## src/rtl/axi_lite_master_block.sv

```systemverilog
// Single-outstanding AXI-Lite master: one user request becomes one AXI read or write.
// Every output is a flop or a constant, so no input reaches an output combinationally.
module axi_lite_master_block #(
    parameter int ADDR_W = 5,
    parameter int DATA_W = 32
) (
    input  logic                  aclk,
    input  logic                  aresetn,
    // user side
    input  logic                  rw_enable,
    input  logic                  rw_transaction,
    input  logic [ADDR_W-1:0]     address,
    input  logic [DATA_W-1:0]     write_data,
    output logic [DATA_W-1:0]     read_data,
    // read channels
    output logic [ADDR_W-1:0]     araddr,
    output logic [3:0]            arcache,
    output logic [2:0]            arprot,
    output logic                  arvalid,
    input  logic                  arready,
    input  logic [DATA_W-1:0]     rdata,
    input  logic [1:0]            rresp,
    input  logic                  rvalid,
    output logic                  rready,
    // write channels
    output logic [ADDR_W-1:0]     awaddr,
    output logic [3:0]            awcache,
    output logic [2:0]            awprot,
    output logic                  awvalid,
    input  logic                  awready,
    output logic [DATA_W-1:0]     wdata,
    output logic [DATA_W/8-1:0]   wstrb,
    output logic                  wvalid,
    input  logic                  wready,
    input  logic [1:0]            bresp,
    input  logic                  bvalid,
    output logic                  bready
);

    typedef enum logic [2:0] {
        IDLE,
        RD_ADDR,
        RD_DATA,
        WR_REQ,
        WR_RESP
    } state_t;

    state_t state;

    assign arcache = 4'b0000;
    assign awcache = 4'b0000;
    assign arprot  = 3'b000;
    assign awprot  = 3'b000;
    assign wstrb   = '1;

    // Response codes are deliberately ignored; this keeps them visibly consumed.
    logic unused_resp;
    assign unused_resp = ^{rresp, bresp};

    // aresetn is active-high despite its name.
    always_ff @(posedge aclk or posedge aresetn) begin
        if (aresetn) begin
            state     <= IDLE;
            arvalid   <= 1'b0;
            rready    <= 1'b0;
            awvalid   <= 1'b0;
            wvalid    <= 1'b0;
            bready    <= 1'b0;
            araddr    <= '0;
            awaddr    <= '0;
            wdata     <= '0;
            read_data <= '0;
        end else begin
            case (state)
                IDLE: begin
                    if (rw_enable) begin
                        if (rw_transaction) begin
                            araddr  <= address;
                            arvalid <= 1'b1;
                            state   <= RD_ADDR;
                        end else begin
                            awaddr  <= address;
                            wdata   <= write_data;
                            awvalid <= 1'b1;
                            wvalid  <= 1'b1;
                            state   <= WR_REQ;
                        end
                    end
                end
                RD_ADDR: begin
                    if (arready) begin
                        arvalid <= 1'b0;
                        rready  <= 1'b1;
                        state   <= RD_DATA;
                    end
                end
                RD_DATA: begin
                    if (rvalid) begin
                        read_data <= rdata;
                        rready    <= 1'b0;
                        state     <= IDLE;
                    end
                end
                WR_REQ: begin
                    if (awvalid && awready) awvalid <= 1'b0;
                    if (wvalid && wready)   wvalid  <= 1'b0;
                    // A low valid here means that channel already handshook.
                    if ((!awvalid || awready) && (!wvalid || wready)) begin
                        bready <= 1'b1;
                        state  <= WR_RESP;
                    end
                end
                WR_RESP: begin
                    if (bvalid) begin
                        bready <= 1'b0;
                        state  <= IDLE;
                    end
                end
                default: state <= IDLE;
            endcase
        end
    end

endmodule

```

## config.mk

```make
export PLATFORM = sky130hd
export DESIGN_NAME = axi_lite_master_block
export DESIGN_NICKNAME = d
export VERILOG_FILES = /design/src/rtl/axi_lite_master_block.sv
export SDC_FILE = /design/constraint.sdc
export NUM_CORES = 1
export LEC_CHECK = 0
export CORE_MARGIN = 4
export CORE_UTILIZATION = 40
export DETAILED_ROUTE_END_ITERATION = 7
export PLACE_DENSITY = 0.81
export RECOVER_POWER = 100
export SLEW_MARGIN = 20
export SYNTH_ARGS = -nofsm -noshare
export SYNTH_HDL_FRONTEND = slang
export SYNTH_SLANG_ARGS = --single-unit
```

## constraint.sdc

```tcl
create_clock -name aclk -period 3.3 [get_ports aclk]
set_input_delay 0.825 -clock aclk [delete_from_list [all_inputs] [get_ports aclk]]
set_output_delay 0.825 -clock aclk [all_outputs]
set_load 0.02 [all_outputs]
```

==> metrics <==
H-tree depth 3; Inserted Clock Buffers 9; Clock Tree Buf Depth 2; post-synthesis sequential area ratio 59.5%; max_cap viols 1; Avg Inst Size Synth 15.8 um2; initial antenna violation count 0; gr ovfl total 0; switching pwr ~0.0017 W; Slew HR -13.4%; leading area contributor after synthesis dfrtp_1; 1st-iter DRT viols 23; Critical Path Start Type primary input; most common cell in the netlist dfrtp_1; NumNets Final 459; CP Max Fanout 22; maximum VDD drop 464 uV; final setup TNS 0 ns; Resize count post-CTS 0; internal power 0.00306 W; starting density of the core 41.5%; min cycle time layout about 2.6 ns; CTS sink count 82; DR vias 2257; most frequent cells after synthesis 82 x dfrtp_1, 31 x mux2_2, 30 x mux2_4; Placeable Area 8300 um2; final-layout fill cell count ~660; total routed wirelength 7.85 mm; DRC Markers 0; Tcrit/Tclk final 78.8%; worst reg2reg path depth 4; post-route setup slack roughly 0.7 ns; # port buffers 156; crit end category flip-flop; RSZ-0062 raised after global routing false; hold depth 1; antenna violation net count after detailed routing 0; Setup Fix Bufs, Post-CTS 0; r2r setup slk approximately 1.1 ns; Post-CTS Hold Fix Bufs 0; Syn Inst Count about 220; Final Hold Viols 0; crit path kind primary input to flip-flop; die height about 100 um; largest net degree at the start of global routing 46; All-Layer GR Usage 15.6%; crit path cell chain dlygate4sd3_1 > nor4b_1 > and2b_4 > buf_12 > mux2_1; clock share of power 15.9%; Net Sw Frac 36.3%; Final setup viols 0; CTS tree yes; slowest CP cell dlygate4sd3_1; Area Growth Syn to Fin 48.1%; fmax 0.385 GHz; Yosys reg bits slightly above 80; Routed WL per cell ~16 um; Slew Viols, Final 38; first-pass iteration count of the detailed router 4; clock transition at the registers of the reported paths roughly 0.070 ns; die span in x 101 um; outcome finished, violations left; pwr/cell area 940 nW/um2; first-pass GRT wire length 12.5 mm; pre-CTS setup slack around 0.62 ns; vias in the first global route 2491; ys flop type dfrtp_1; Worst EP required approximately 3.5 ns; Post-synth EDFFs 0; total die area 10200 um2; worst hold-check path type flip-flop to flip-flop; Comb power frac 47.5%; CP peak stage delay between 0.5 and 0.6 ns; Cell Area, Synth ~3400 um2; critical path arrival 2.81 ns; Rows 33; Diodes inserted 0; YS warnings 0; top cells by area, synth dfrtp_1 60%, mux2_4 13%, mux2_2 10%; # IOs 179; DP HPWL between 6 and 7 mm; GP Congestion 0.726; failing checks max-capacitance violations, max-slew violations; post-synth top area share 59.5%; Clock Skews approximately 0.012 ns; slew at the pin closest to its max-slew limit 1.69 ns; CTS root buffer clkbuf_8; mean number of vias per cell around 4.6; Seq pwr share 36.6%; Clock Latency Late Sink approximately 0.34 ns; Static Leak 2.18 nW; Yosys cell types 29; Async SR Flop Fraction 100%; layout cell share with drive strength beyond 1 13.6%
-- power groups by stage --
| stage | combinational, W | sequential [W] | clock (W) |
|---|---|---|---|
| floorplan | 0.000876 | 0.00238 | 0 |
| global placement | 0.00261 | 0.00180 | 0 |
| detailed placement | 0.00267 | 0.00183 | 0 |
| CTS | 0.00267 | 0.00182 | 0.000792 |
| global route | 0.00243 | 0.00184 | 0.000834 |
| finish | 0.00228 | 0.00176 | 0.000762 |
-- kinds of logic (layout without fill, tap and decap cells) --
logic type,after synthesis,count (layout),synth area share [%]
flops,82,82,59.5
simple gates,15,15,3.01
compound gates,13,13,2.83
mux,74,74,27.4
other cells,2,18,0.218
buf+inv,32,179,7.00
-- layer usage --
layer | share of wire [%] | track usage, %
met5 | 0 | 0
met4 | 1.2 | 5.08
met1 | 42 | 20.3
met3 | 8.7 | 4.36
met2 | 48 | 25.3
-- layout by cell type (no fill, tap or decap), drive strengths merged, types with 2 or more instances in the layout --
cell type | Yosys | routed
a21o | 2 | 2
dfrtp | 82 | 82
o22ai | 2 | 2
buf | 27 | 2
clkbuf | 0 | 11
bufinv | 0 | 2
nand2 | 6 | 6
conb | 2 | 18
clkdlybuf4s50 | 0 | 72
inv | 5 | 4
mux2 | 74 | 74
nand2b | 2 | 2
clkinvlp | 0 | 3
dlygate4sd3 | 0 | 84
o21ai | 2 | 2
-- path summary, 6_finish.rpt --
check | start | to
worst min register to register | wdata[23] | wdata[23]
worst max register to register | state[0] | wdata[11]
worst min-delay path | wdata[23] | wdata[23]
worst max-delay path | rw_enable | wdata[11]
min in group asynchronous | aresetn | read_data[30]
max in group asynchronous | aresetn | read_data[7]
-- per-stage QoR --
step	area [um2]	util [%]	cells	power [W]	hold slack [ns]
5_1_grt	5110	61.6	486	0.00510	0.508
2_1_floorplan	3510	-	234	0.00326	0.594
3_3_place_gp	5030	60.6	471	0.00441	0.468
3_5_place_dp	5030	60.6	471	0.00450	0.478
6_report	5110	61.6	486	0.00480	0.484
4_1_cts	5240	63.1	486	0.00528	0.500
-- final cells by class --
class	count	area, um2	share of cell area, %
clock buffers	10	128	2.50
well taps	105	131	2.57
flip-flops and latches	82	2050	40.2
clock inverters	5	80.1	1.57
repair buffers	159	1610	31.4
multi-input cells	120	1090	21.4
inverters	5	20.0	0.392
-- worst max-delay path, delay by kind of cell --
family | cells | cell delay (ns)
buffers and inverters | 2 | 0.74
muxes | 1 | 0.34
and+or+nand+nor | 2 | 0.89
-- sequential cells by signal, indices dropped and copies added (netlist names) --
signal	flops
rready	1
araddr	5
awvalid	1
state	3
wdata	32
awaddr	5
wvalid	1
read_data	32
bready	1
arvalid	1
No activity file was read; power rests on OpenSTA's default activity.
